<file path="config.mk">
export PLATFORM = sky130hd
export DESIGN_NAME = mkio_tx_arbiter
export DESIGN_NICKNAME = d
export VERILOG_FILES = /design/src/rtl/mkio_tx_arbiter.sv
export SDC_FILE = /design/constraint.sdc
export NUM_CORES = 1
export LEC_CHECK = 0
export ABC_AREA = 0
export CAP_MARGIN = 15
export CORE_MARGIN = 5
export CORE_UTILIZATION = 32
export CTS_CLUSTER_DIAMETER = 30
export DETAILED_ROUTE_END_ITERATION = 7
export PLACE_DENSITY_LB_ADDON = 0.15
export SYNTH_ARGS = -nofsm -noshare
export SYNTH_HDL_FRONTEND = slang
export SYNTH_SLANG_ARGS = --single-unit
</file>
<file path="constraint.sdc">
create_clock -name clk -period 3.86 [get_ports clk]
set_input_delay 0.772 -clock clk [delete_from_list [all_inputs] [get_ports clk]]
set_output_delay 0.772 -clock clk [all_outputs]
set_load 0.03 [all_outputs]
</file>
<file path="src/rtl/mkio_tx_arbiter.sv">
// Two-requester round-robin arbiter in front of a shared MIL-STD-1553-style
// word transmitter: status word after a response gap, then N data words.
module mkio_tx_arbiter #(
    parameter logic [4:0] ADDRESS = 5'd1,
    parameter logic [7:0] GAP     = 8'd40,
    parameter logic [7:0] TMO     = 8'd16
) (
    input  logic        clk,
    input  logic        reset,
    input  logic [1:0]  req,
    input  logic [11:0] req_len,
    input  logic [10:0] status_flags,
    output logic [1:0]  rd_strobe,
    input  logic [31:0] rd_data,
    output logic [1:0]  grant,
    output logic [1:0]  done,
    output logic        err,
    output logic        busy,
    output logic        tx_ready,
    output logic [15:0] tx_data,
    output logic        tx_cd,
    input  logic        tx_busy
);

    typedef enum logic [2:0] {
        S_IDLE,
        S_GAP,
        S_SEND,
        S_WAIT_ACC,
        S_WAIT_END,
        S_FETCH,
        S_CAPTURE
    } state_t;

    state_t      state_q;
    logic [1:0]  grant_q;
    logic [1:0]  done_q;
    logic [1:0]  rd_strobe_q;
    logic        err_q;
    logic        busy_q;
    logic        tx_ready_q;
    logic        tx_cd_q;
    logic [15:0] tx_data_q;
    logic        ptr_q;
    logic [10:0] flags_q;
    logic [5:0]  cnt_q;
    logic [7:0]  gap_q;
    logic [7:0]  tmo_q;

    logic        win_d;
    logic [5:0]  len_d;
    logic [15:0] word_d;
    logic        tmo_hit_d;

    // Round-robin pick: the pointer names the requester with priority.
    always_comb begin
        win_d = ptr_q;
        if (!req[ptr_q]) begin
            win_d = ~ptr_q;
        end
        len_d     = win_d ? req_len[11:6] : req_len[5:0];
        word_d    = grant_q[1] ? rd_data[31:16] : rd_data[15:0];
        tmo_hit_d = ({1'b0, tmo_q} + 9'd1) >= {1'b0, TMO};
    end

    always_ff @(posedge clk or posedge reset) begin
        if (reset) begin
            state_q     <= S_IDLE;
            grant_q     <= 2'b00;
            done_q      <= 2'b00;
            rd_strobe_q <= 2'b00;
            err_q       <= 1'b0;
            busy_q      <= 1'b0;
            tx_ready_q  <= 1'b0;
            tx_cd_q     <= 1'b0;
            tx_data_q   <= 16'h0000;
            ptr_q       <= 1'b0;
            flags_q     <= 11'h000;
            cnt_q       <= 6'd0;
            gap_q       <= 8'd0;
            tmo_q       <= 8'd0;
        end else begin
            done_q      <= 2'b00;
            err_q       <= 1'b0;
            tx_ready_q  <= 1'b0;
            rd_strobe_q <= 2'b00;

            case (state_q)
                S_IDLE: begin
                    if (req != 2'b00) begin
                        grant_q <= win_d ? 2'b10 : 2'b01;
                        flags_q <= status_flags;
                        cnt_q   <= (len_d == 6'd0) ? 6'd32 : len_d;
                        // GAP-1 cycles here plus one in SEND puts tx_ready GAP cycles after grant.
                        gap_q   <= (GAP > 8'd1) ? (GAP - 8'd1) : 8'd1;
                        busy_q  <= 1'b1;
                        state_q <= S_GAP;
                    end
                end

                S_GAP: begin
                    if (gap_q <= 8'd1) begin
                        tx_data_q <= {ADDRESS, flags_q};
                        tx_cd_q   <= 1'b0;
                        state_q   <= S_SEND;
                    end else begin
                        gap_q <= gap_q - 8'd1;
                    end
                end

                S_SEND: begin
                    if (!tx_busy) begin
                        tx_ready_q <= 1'b1;
                        tmo_q      <= 8'd0;
                        state_q    <= S_WAIT_ACC;
                    end
                end

                S_WAIT_ACC: begin
                    if (tx_busy) begin
                        state_q <= S_WAIT_END;
                    end else if (tmo_hit_d) begin
                        err_q   <= 1'b1;
                        grant_q <= 2'b00;
                        ptr_q   <= grant_q[0];
                        busy_q  <= 1'b0;
                        state_q <= S_IDLE;
                    end else begin
                        tmo_q <= tmo_q + 8'd1;
                    end
                end

                S_WAIT_END: begin
                    if (!tx_busy) begin
                        if (cnt_q != 6'd0) begin
                            rd_strobe_q <= grant_q;
                            state_q     <= S_FETCH;
                        end else begin
                            done_q  <= grant_q;
                            grant_q <= 2'b00;
                            ptr_q   <= grant_q[0];
                            busy_q  <= 1'b0;
                            state_q <= S_IDLE;
                        end
                    end
                end

                // Strobe is high during FETCH; the requester answers in the following cycle.
                S_FETCH: begin
                    state_q <= S_CAPTURE;
                end

                S_CAPTURE: begin
                    tx_data_q <= word_d;
                    tx_cd_q   <= 1'b1;
                    if (cnt_q != 6'd0) begin
                        cnt_q <= cnt_q - 6'd1;
                    end
                    state_q <= S_SEND;
                end

                default: begin
                    state_q <= S_IDLE;
                end
            endcase
        end
    end

    assign grant     = grant_q;
    assign done      = done_q;
    assign rd_strobe = rd_strobe_q;
    assign err       = err_q;
    assign busy      = busy_q;
    assign tx_ready  = tx_ready_q;
    assign tx_data   = tx_data_q;
    assign tx_cd     = tx_cd_q;

endmodule

</file>
==> results of run 1 <==
area by class of cell:
class | instances | area, sq um | area share (%)
flip-flops and latches | 63 | 1580 | 34.6
inverters | 12 | 45.0 | 0.989
repair buffers | 93 | 923 | 20.3
clock inverters | 7 | 96.3 | 2.12
multi-input cells | 260 | 1620 | 35.5
clock buffers | 9 | 124 | 2.72
well taps | 136 | 170 | 3.74
metrics by stage:
stage | setup WS [ns] | std cells | hold WS [ns] | cell area (sq um) | utilization (%)
2_1_floorplan | 1.52 | 354 | 0.445 | 3310 | -
3_3_place_gp | 1.11 | 563 | 0.461 | 4310 | 42.2
3_5_place_dp | 0.990 | 563 | 0.465 | 4310 | 42.2
4_1_cts | 1.33 | 579 | 0.488 | 4530 | 44.3
5_1_grt | 1.14 | 580 | 0.504 | 4550 | 44.5
6_report | 1.33 | 580 | 0.483 | 4550 | 44.5
worst max-delay path, delay by kind of cell:
family	cells	cell delay (ns)
simple gates	2	0.84
compound gates	3	0.67
buf+inv	1	0.51
final timing paths:
| kind | start | end | slack (ns) | cells after the start |
|---|---|---|---|---|
| max | req[1] | cnt_q[4] | 1.33 | 6 |
| min | flags_q[6] | flags_q[6] | 0.48 | 2 |
| max reg2reg | state_q[0] | cnt_q[4] | 1.42 | 7 |
| min reg2reg | flags_q[6] | flags_q[6] | 0.48 | 2 |
| max in group asynchronous | reset | tmo_q[7] | 2.50 | 4 |
| min in group asynchronous | reset | tx_data[5] | 0.66 | 2 |
placed cells by master, fill, tap and decap left out, types with 2 or more instances in the layout:
master	n
clkdlybuf4s50_1	85
dfrtp_1	63
nand2_1	52
nor2_1	26
a21oi_1	22
mux2i_1	19
o21ai_0	16
nor2b_1	15
nand3_1	14
a211oi_1	12
inv_1	11
clkbuf_8	9
nor3_1	8
ha_1	8
xor2_1	7
buf_4	7
nand2b_1	6
and2_1	5
o211ai_1	4
o22ai_1	4
mux2_2	4
nand4_1	4
o21a_1	3
a22o_1	3
clkinvlp_4	3
nand4b_1	2
or4_1	2
a21o_1	2
a211o_1	2
a22oi_1	2
bufinv_16	2
power groups by stage:
stage | Clock [W] | Combinational (W) | Sequential (W)
floorplan | 0 | 0.000832 | 0.00132
global placement | 0 | 0.00150 | 0.00116
detailed placement | 0 | 0.00152 | 0.00116
CTS | 0.000657 | 0.00153 | 0.00116
global route | 0.000681 | 0.00169 | 0.00120
finish | 0.000631 | 0.00151 | 0.00115
flip-flops by register name (all words and copies together) (netlist names):
| name | cells |
|---|---|
| state_q | 3 |
| tx_data | 16 |
| rd_strobe | 2 |
| cnt_q | 6 |
| tx_cd | 1 |
| ptr_q | 1 |
| grant | 2 |
| err | 1 |
| tmo_q | 8 |
| flags_q | 11 |
| tx_ready | 1 |
| done | 2 |
| busy | 1 |
| gap_q | 8 |
cells by family after synthesis:
group,Yosys count
simple gates,140
mux,24
fa+ha+maj,8
xor+xnor,7
buf+inv,31
compound gates,81
flops,63
routing by layer:
metal / track usage, % / up-vias / wire length (um)
met3: 5.33 / 6 / 599
met2: 20.8 / 85 / 3730
met5: 0 / - / 0
met4: 5.03 / 0 / 50
met1: 17.7 / 1342 / 3800
li1: - / 1415 / -
==> impl_results.md, run 1 <==
* Outcome: finished clean
* Via count at between 2000 and 3000
* Worst IR Drop VDD at around 0.20 mV
* Synthesis warning total at 0
* Primary FF master, synth: dfrtp_1
* PD cells at between 700 and 800 nW/um^2
* Post-Synth Simple-Gate Area at between 20 and 25%
* Clock transition at the registers of the reported paths at roughly 0.080 ns
* P_int at slightly below 0.002 W
* Mapped Cells at 354
* Die Y at about 110 um
* Chip Width at approximately 110 um
* Starting Density at 32.4%
* Full die area at ~12000 sq um
* Critical path arrival at ~2.8 ns
* Compound-Gate Fraction of Synth Area at 15.8%
* Final Cycle Share at 65.5%
* Worst Hold Class: register to register
* Largest net degree at the start of global routing at 50
* Synth area leaders: dfrtp_1, nand2_1, mux2i_1, a21oi_1, ha_1
* Residual DRC count at 0
* FFs w/ async S/R, synth at 100%
* CTS H-tree lvls at 3
* Global route overflow at 0
* Endpoint type of the worst setup path: register
* Hold buffers post-CTS at 0
* CTS Root Buffer Type: clkbuf_8
* Final setup violation count at 0
* CP Cell Sequence: clkdlybuf4s50_1, nor2_1, nor2_1, a21oi_1, a211o_1, a21oi_1
* Mux contribution to synthesized area at between 7 and 8%
* Gr usage total at approximately 14%
* CTS tree: yes
* Core Box Area at 10200 sq um
* Layout cell share with drive strength beyond 1 at under 10%
* Post-synth top cells: dfrtp_1, nand2_1, nor2_1
* Total negative setup slack at 0 ns
* Row count at 37
* # fillers at roughly 1000
* Yosys top cell area share at 47.6%
* Post-CTS Resized at 0
* DP Wirelength at between 5 and 6 mm
* Seq pwr share at approximately a third
* Final Hold Viols at 0
* Inserted Diodes at 0
* Clk pwr share at roughly a fifth
* Fin crit period at 2.53 ns
* IO Pins at 86
* Net Count, Synth at ~420
* Initial antenna violation count at 0
* Largest family of logic cells by synthesized area: simple AND/OR/NAND/NOR gates
* Syn avg cell area at between 9 and 10 sq um
* Power consumption at around 0.0033 W
* XOR/XNOR share of the synthesized area at roughly 1.9%
* Vias in the first global route at 2981
* Adder-Cell Fraction of Synth Area at a little over 3%
* DR WL/cell at 14.1 um
* Synth Register Bits at 63
* Slew Limit Fails at 0
* Total wire length at slightly above 8 mm
* Crit Path Max Fanout at 12
* DR pass1 iterations at 5
* First-pass GRT wire length at between 10 and 15 mm
* CP max stage delay at 0.72 ns
* Sw Ratio at 40.9%
* EDFF count, synth at 0
* Max Clock Skew at 0.00715 ns
* Vias per cell at between 4 and 5
* Max transition margin at 38.9%
* Synth cell types at 45
* Max Clock Freq at 396 MHz
* Worst skew pair latency at ~0.33 ns
* Most instantiated library cell after synthesis: dfrtp_1
* Max_cap viols at 0
* Initial drt markers at just over 100
* Max clock buf depth at 2
* Seq/Total Area, Yosys at about 48%
* Leakage at slightly below 2 nW
* CP Data Required Time at between 4 and 5 ns
* CTS Buf Count at 9
* Crit-path slowest cell: nor2_1
* Fraction of power consumed by combinational cells at 45.8%
* Fin nets at ~510
* Post-CTS setup buffers at 0
* Area Growth Syn to Fin at 37.4%
* CP Class: input pin to register
* Port bufs at 85
* Antenna viol nets, final at 0
* Worst setup SP type: input pin
* RSZ-0062 raised after global routing: no
* Synth Cell Area at 3310 sq um
* Clk sink count at 63
* Post-synth top area cell: dfrtp_1
* RePlAce Congestion at between 0.7 and 0.8
* Net switching power figure at 0.00135 W
* Worst-margin pin slew at 0.913 ns
(Power assumes the default switching activity.)
==> run 2, diff against run 1 <==
==> constraint.sdc (replaced) <==
create_clock -name clk -period 2.4 [get_ports clk]
set_input_delay 0.48 -clock clk [delete_from_list [all_inputs] [get_ports clk]]
set_output_delay 0.48 -clock clk [all_outputs]
set_load 0.03 [all_outputs]
==> run 2 against run 1 <==
  * Clock skew is 0.0011 ns lower
  * Non-clock buffer count is 2 higher
  * Die area unchanged
  * Sequential power grew 61%
  * Combinational power grew 66%
  * Sequential share of layout area decreased by 0.15 points
  * Critical path depth is 1 higher
  * Sequential cell count stayed put
  * Global-route usage down 0.065 points
  * Power increased by 62%
  * Utilization is 0.20 points higher
  * Critical path type is now register to register
  * Largest cell class unchanged
  * Largest power group unchanged
  * Highest routed layer unchanged
==> impl_results.md, run 2 (same netlist as run 1, synthesis figures left out) <==
* Fin crit period at 2.20 ns
* Crit Path Max Fanout at 7
* Row count at 37
* Vias in the first global route at around 2900
* Crit-path slowest cell: or3_1
* Worst-margin pin slew at approximately 0.7 ns
* Final Cycle Share at between 90 and 100%
* CTS H-tree lvls at 3
* Endpoint type of the worst setup path: register
* Clock transition at the registers of the reported paths at approximately 0.07 ns
* Max Clock Skew at just over 0.006 ns
* Most frequent cells in the layout: clkdlybuf4s50_1, dfrtp_1, nand2_1, nor2_1, a21oi_1
* Worst skew pair latency at 0.33 ns
* Port bufs at 85
* Total negative setup slack at 0 ns
* Max Clock Freq at approximately 450 MHz
* Max_cap viols at 0
* Global route overflow at 0
* CP Class: register to register
* Finished Cell Area at about 4600 sq um
* Largest net degree at the start of global routing at 38
* DR WL/cell at around 14 um
* PD cells at about 1200 nW/um^2
* Fin nets at 509
* Worst IR Drop VDD at 0.402 mV
* Most common cell after layout, fill and taps aside: clkdlybuf4s50_1
* Max FFs per register at 16
* CP Data Required Time at around 2.6 ns
* Core Box Area at 10200 sq um
* Residual DRC count at 0
* Final core occ at 44.7%
* Initial drt markers at 100
* Chip Width at approximately 110 um
* Layout cell share with drive strength beyond 1 at 7.40%
* Worst Hold Class: register to register
* Total wire length at 8.17 mm
* Post-CTS Resized at 0
* CTS Root Buffer Type: clkbuf_8
* First-pass GRT wire length at 13.9 mm
* RSZ-0062 raised after global routing: no
* Slew Limit Fails at 0
* Final Hold Viols at 0
* DR pass1 iterations at 4
* Clk sink count at 63
* Inserted Diodes at 0
* Antenna viol nets, final at 0
* Full die area at 12500 sq um
* Max transition margin at between 50% and 60%
* Critical path arrival at ~2.4 ns
* Hold buffers post-CTS at 0
* IO Pins at 86
* Final setup violation count at 0
* CP max stage delay at 0.45 ns
* # fillers at roughly 1000
* Gr usage total at between 10 and 15%
* Die Y at 112 um
* Starting Density at 32.4%
* CTS Buf Count at 9
* Max clock buf depth at 2
* Via count at 2851
* Vias per cell at slightly below 5
* Leakage at approximately 2.0 nW
* Placed inst area at 4360 sq um
* Initial antenna violation count at 0
* RePlAce Congestion at a little under 0.8
* Worst setup SP type: register
* CP Cell Sequence: inv_1, ha_1, or3b_1, or3_1, nor3_2, o22ai_1, a22o_1
* DP Wirelength at 6.08 mm
* Outcome: finished clean
* CTS tree: yes
* Post-CTS setup buffers at 0
* Area Growth Syn to Fin at 38.0%
run 2: changes by cell type in the layout (fill, tap and decap cells not counted):
cell	before	now
inv_6	1	0
buf_12	1	2
clkinvlp_4	3	2
buf_4	7	8
clkbuf_1	0	1
clkinv_2	1	2
run 2: area by class of cell:
class / count / area (sq um) / area share, %
multi-input cells: 260 / 1620 / 35.4
clock inverters: 6 / 85.1 / 1.86
flip-flops and latches: 63 / 1580 / 34.5
repair buffers: 95 / 951 / 20.8
clock buffers: 10 / 128 / 2.79
well taps: 136 / 170 / 3.72
inverters: 12 / 45.0 / 0.985
run 2: through the flow:
stage | setup WS [ns] | std cells | power, W | hold slack [ns]
6_report | 0.196 | 582 | 0.00535 | 0.474
4_1_cts | 0.207 | 582 | 0.00543 | 0.480
5_1_grt | 0.0967 | 582 | 0.00580 | 0.515
2_1_floorplan | 0.350 | 354 | 0.00346 | 0.445
3_3_place_gp | 0.271 | 566 | 0.00435 | 0.457
3_5_place_dp | 0.228 | 566 | 0.00440 | 0.462
run 2: where the power goes:
group	internal, W	total, W	switching (W)
Combinational	0.00109	0.00250	0.00141
Clock	0.000581	0.000997	0.000416
Sequential	0.00150	0.00185	0.000352
Total	0.00317	0.00535	0.00217
run 2: worst paths after layout:
kind,start,endpoint,slack [ns],depth (start not counted)
worst max-delay path,cnt_q[0],grant[0],0.20,7
worst min-delay path,flags_q[0],flags_q[0],0.47,2
worst max register to register,cnt_q[0],grant[0],0.20,7
worst min register to register,flags_q[0],flags_q[0],0.47,2
max in group asynchronous,reset,state_q[0],1.38,3
min in group asynchronous,reset,flags_q[5],0.51,2
run 2: worst max-delay path: cells and delay by family (launching register included):
| family | cells | cell delay (ns) |
|---|---|---|
| simple gates | 3 | 1.02 |
| flops | 1 | 0.38 |
| fa+ha+maj | 1 | 0.18 |
| compound gates | 2 | 0.44 |
| buf+inv | 1 | 0.09 |
run 2: metal layers:
metal / global-route usage [%] / share of wire (%) / up-vias
met5: 0 / 0 / -
met4: 2.51 / 0.36 / 0
met3: 6.36 / 8.3 / 6
met2: 21.2 / 45 / 93
met1: 17.6 / 46 / 1335
li1: - / - / 1417
==> run 3, diff against run 2 <==
--- a/config.mk
+++ b/config.mk
@@ -15,3 +15,4 @@
 export SYNTH_ARGS = -nofsm -noshare
 export SYNTH_HDL_FRONTEND = slang
 export SYNTH_SLANG_ARGS = --single-unit
+export TNS_END_PERCENT = 50
==> results of run 3 <==
The final DEF is identical to that of run 2; final timing and power are the same.
==> patch 1, RTL diff (settings of run 2) <==
Re-encode `state_t` (7 states) as one-hot, 7 bits wide.
--- a/src/rtl/mkio_tx_arbiter.sv
+++ b/src/rtl/mkio_tx_arbiter.sv
@@ -22,14 +22,14 @@
     input  logic        tx_busy
 );
 
-    typedef enum logic [2:0] {
-        S_IDLE,
-        S_GAP,
-        S_SEND,
-        S_WAIT_ACC,
-        S_WAIT_END,
-        S_FETCH,
-        S_CAPTURE
+    typedef enum logic [6:0] {
+        S_IDLE     = 7'b0000001,
+        S_GAP      = 7'b0000010,
+        S_SEND     = 7'b0000100,
+        S_WAIT_ACC = 7'b0001000,
+        S_WAIT_END = 7'b0010000,
+        S_FETCH    = 7'b0100000,
+        S_CAPTURE  = 7'b1000000
     } state_t;
 
     state_t      state_q;
Behaviour: no difference found for any inputs over 10 cycles, from zero or initial values and one cycle with reset high; not proved beyond that.
==> patch 1 against run 2 <==
Routed wire length rose by 13%. Sequential cell count rose by 4. Worst setup slack got worse by 72 ps. Sequential share of layout area rose by 0.22 points. Power fell by 18%. Largest power group is now registers. Synthesized area rose by 4.9%. First-iteration DRC count rose by 18%. Design area rose by 5.7%. Combinational power fell by 36%.
==> patch 1: results (changes against run 2) <==
\begin{tabular}{lr}
\hline
Metric & Value \\
\hline
\multicolumn{2}{l}{\textbf{Outcome}} \\
Status & completed (unchanged) \\
\multicolumn{2}{l}{\textbf{Final layout}} \\
Sequential standard cell area & 1680 sq um (was 1580 sq um) \\
Non-clock buffer contribution to total cell area & 21.0\% (was 20.8\%) \\
Multi-input logic cell count & 279 (was 260) \\
Clock distribution area overhead in the final layout & 5.12\% (was 4.65\%) \\
Inverters & 13 (was 12) \\
Number of ordinary and repair buffers in the finished layout & 105 (was 95) \\
NumNets Final & 539 (was 509) \\
\multicolumn{2}{l}{\textbf{Global routing}} \\
Pin count of the biggest net entering global routing & 68 (was 38) \\
Met3 track demand over resource in global routing & 2.75\% (was 6.36\%) \\
Combined global-route utilization of all metal layers & 14.6\% (was 13.6\%) \\
Met2 demand-to-capacity share in global routing & 24.6\% (was 21.2\%) \\
Wire length of the first global-routing pass & 15.3 mm (was 13.9 mm) \\
Met1 track demand over resource in global routing & 18.5\% (was 17.6\%) \\
\multicolumn{2}{l}{\textbf{Power}} \\
Logic gate share of total power & 36.7\% (was 46.7\%) \\
Power spent charging and discharging nets & 1580 uW (was 2170 uW) \\
Seq power & 1620 uW (was 1850 uW) \\
\multicolumn{2}{l}{\textbf{STA}} \\
Max transition margin & 59.1\% (was 53.6\%) \\
Clock skew after layout & 13.9 ps (was 6.08 ps) \\
\multicolumn{2}{l}{\textbf{Critical path}} \\
Critical-path maximum fanout & 4 (was 7) \\
WP data arrival & 2510 ps (was 2430 ps) \\
CP max stage cell & sky130\_fd\_sc\_hd\_\_or4b\_4 (was sky130\_fd\_sc\_hd\_\_or3\_1) \\
\multicolumn{2}{l}{\textbf{Placed design}} \\
Detailed-placement wirelength estimate & 6.77 mm (was 6.08 mm) \\
GPL Wtd Cong & 0.851 (was 0.792) \\
\multicolumn{2}{l}{\textbf{Detailed routing}} \\
Via count of the routed design & 3081 (was 2851) \\
Met2 wire length & 4.62 mm (was 3.70 mm) \\
Wl on met1 & 4.01 mm (was 3.76 mm) \\
\hline
\end{tabular}
[patch 1: path summary, 6_finish.rpt]
path                                    to  slack (ps)  cells past startpoint        from
worst max-delay path                 ptr_q         120                      8    cnt_q[0]
worst min-delay path            flags_q[5]         480                      2  flags_q[5]
worst max register to register       ptr_q         120                      8    cnt_q[0]
worst min register to register  flags_q[5]         480                      2  flags_q[5]
max in group asynchronous       state_q[0]        1540                      3       reset
min in group asynchronous       tx_data[3]         510                      3       reset
[patch 1: per-stage QoR]
step                      cells  setup slack [ps]  power (uW)
after CTS                   620              63.9        4440
after global placement      604               131        3240
after global routing        620            0.0588        4730
final                       620               125        4400
after floorplan             376               235        2700
after detailed placement    604               101        3250
[patch 1: logic make-up after synthesis]
group / share of synthesized area, %
muxes: 3.85
DFF: 48.3
buffers and inverters: 4.21
and+or+nand+nor: 24.7
AOI/OAI and AO/OA: 15.5
adders and majority gates: 1.44
xor gates and xnor gates: 2.02
==> patch 2, RTL diff (flow settings as in run 2) <==
Without the edit above. `GAP`: 8'd40 -> 8'd32.
--- a/src/rtl/mkio_tx_arbiter.sv
+++ b/src/rtl/mkio_tx_arbiter.sv
@@ -2,7 +2,7 @@
 // word transmitter: status word after a response gap, then N data words.
 module mkio_tx_arbiter #(
     parameter logic [4:0] ADDRESS = 5'd1,
-    parameter logic [7:0] GAP     = 8'd40,
+    parameter logic [7:0] GAP     = 8'd32,
     parameter logic [7:0] TMO     = 8'd16
 ) (
     input  logic        clk,
Check against the original RTL: same outputs for any inputs over 10 cycles, from zero or initial values and one cycle with reset high; that may be too few to reach the edited logic, so the function may still have changed.
==> patch 2 against run 2 <==
Utilization up 0.25 points. Synthesized area down 0.11%. Worst setup slack worse by 20 ps. Clock power up 7%. Sequential cell count unchanged. Power down 4.6%. Via count up 3.6%. Routed wire length up 8.4%. Design area up 0.11%. Global-route usage up 1.1 points. Count of clock-buffer cells in the layout unchanged. Sequential power down 5%. Highest routed layer unchanged.
==> patch 2: results (changes against run 2) <==
\begin{tabular}{lr}
\hline
Metric & Value \\
\hline
\multicolumn{2}{l}{\textbf{Global routing}} \\
Pin count of the biggest net entering global routing & 64 (was 38) \\
Combined global-route utilization of all metal layers & 14.8\% (was 13.6\%) \\
Wire length of the first global-routing pass & 15.1 mm (was 13.9 mm) \\
Vias in the first global route & 3067 (was 2931) \\
\multicolumn{2}{l}{\textbf{Logic synthesis}} \\
Post-synth top cells & 75 x sky130\_fd\_sc\_hd\_\_nand2\_1, 63 x sky130\_fd\_sc\_hd\_\_dfrtp\_1, 25 x sky130\_fd\_sc\_hd\_\_nor2\_1 (was 63 x sky130\_fd\_sc\_hd\_\_dfrtp\_1, 52 x sky130\_fd\_sc\_hd\_\_nand2\_1, 26 x sky130\_fd\_sc\_hd\_\_nor2\_1) \\
Synthesized net count & 432 (was 422) \\
Most used flip-flop cell after synthesis & sky130\_fd\_sc\_hd\_\_dfrtp\_1 (unchanged) \\
Cells taking the most area after synthesis & sky130\_fd\_sc\_hd\_\_dfrtp\_1 48\%, sky130\_fd\_sc\_hd\_\_nand2\_1 8.5\%, sky130\_fd\_sc\_hd\_\_ha\_1 3.0\% (was sky130\_fd\_sc\_hd\_\_dfrtp\_1 48\%, sky130\_fd\_sc\_hd\_\_nand2\_1 5.9\%, sky130\_fd\_sc\_hd\_\_mux2i\_1 5.7\%) \\
Share of the yosys chip area belonging to registers & 47.6\% (about the same) \\
\multicolumn{2}{l}{\textbf{STA}} \\
Pin slew with the least headroom to its limit & 679 ps (was 693 ps) \\
Post-route minimum period & 2220 ps (was 2200 ps) \\
Clock skew after layout & 12.0 ps (was 6.08 ps) \\
\multicolumn{2}{l}{\textbf{Final layout}} \\
Layout cell share with drive strength beyond 1 & 8.75\% (was 7.40\%) \\
NumNets Final & 520 (was 509) \\
\multicolumn{2}{l}{\textbf{Hold path}} \\
Launch point of the worst hold path & tx\_cd (was flags\_q[0]) \\
\multicolumn{2}{l}{\textbf{Outcome}} \\
Status & completed (unchanged) \\
\multicolumn{2}{l}{\textbf{Critical path}} \\
WP data arrival & 2460 ps (was 2430 ps) \\
Critical-path maximum fanout & 8 (was 7) \\
Worst-case register-to-register setup slack & 180 ps (was 200 ps) \\
\multicolumn{2}{l}{\textbf{Detailed routing}} \\
Via count of the routed design & 2953 (was 2851) \\
Routed wire length & 8.85 mm (was 8.17 mm) \\
Starting DRC count in detailed routing & 132 (was 100) \\
\multicolumn{2}{l}{\textbf{Placed design}} \\
Detailed-placement wirelength estimate & 6.39 mm (was 6.08 mm) \\
GPL Wtd Cong & 0.805 (was 0.792) \\
Placement Setup Slack & 200 ps (was 228 ps) \\
\multicolumn{2}{l}{\textbf{Clock network}} \\
Latest clock arrival within the worst-skew pair & 350 ps (was 330 ps) \\
\multicolumn{2}{l}{\textbf{Power}} \\
Static Leak & 0.00193 uW (was 0.00199 uW) \\
Worst vdd rail ir drop & 0.392 mV (was 0.402 mV) \\
\hline
\end{tabular}
patch 2: per-stage QoR:
step	cell area [sq um]	cells	power [uW]	utilization [%]
detailed placement	4350	577	4060	42.7
CTS	4580	593	5150	45.0
global route	4580	593	5490	45.0
floorplan	3310	364	3180	-
finish	4580	593	5100	45.0
global placement	4350	577	4030	42.7
patch 2: worst min-delay path by stage:
stage,slack (ps),endpoint,cells past startpoint
after global placement,460,flags_q[4],2
final,490,tx_cd,2
after floorplan,450,flags_q[0],2
after detailed placement,460,flags_q[4],2
after global routing,510,tmo_q[6],1
after CTS,480,flags_q[4],2
patch 2: logic make-up after synthesis:
logic type	count (synthesis)	synth area share (%)
AO/OA/AOI/OAI	80	16.3
adder cells (fa/ha/maj)	8	3.02
multiplexers	13	4.20
AND/OR/NAND/NOR	165	23.8
flip-flops	63	47.6
buffers and inverters	29	3.44
XOR/XNOR	6	1.59
patch 2: per-layer routing:
metal  GRT usage, %  up-vias  wire (um)
met5              0        -          0
met2           23.5       85       4180
li1               -     1456          -
met4           5.11        0        166
met3           4.35       14        487
met1           19.2     1398       4010
patch 2: power by group:
group / internal [uW] / switching, uW
registers: 1460 / 304
clock network: 618 / 450
logic: 978 / 1290
patch 2: worst max-delay path: cells and delay by family (launching register included):
kind | cells | cell delay (ps)
buffers and inverters | 1 | 90
and+or+nand+nor | 3 | 1050
AOI/OAI and AO/OA | 2 | 400
adders and majority gates | 1 | 190
DFF | 1 | 380
patch 2: layout make-up:
| class | instances | area, sq um |
|---|---|---|
| Fill cell | 1016 | 5610 |
| Sequential cell | 63 | 1580 |
| Clock inverter | 6 | 92.6 |
| Clock buffer | 10 | 138 |
| Inverter | 12 | 45.0 |
| Timing Repair Buffer | 94 | 931 |
| Tap cell | 136 | 170 |
| Multi-Input combinational cell | 272 | 1630 |
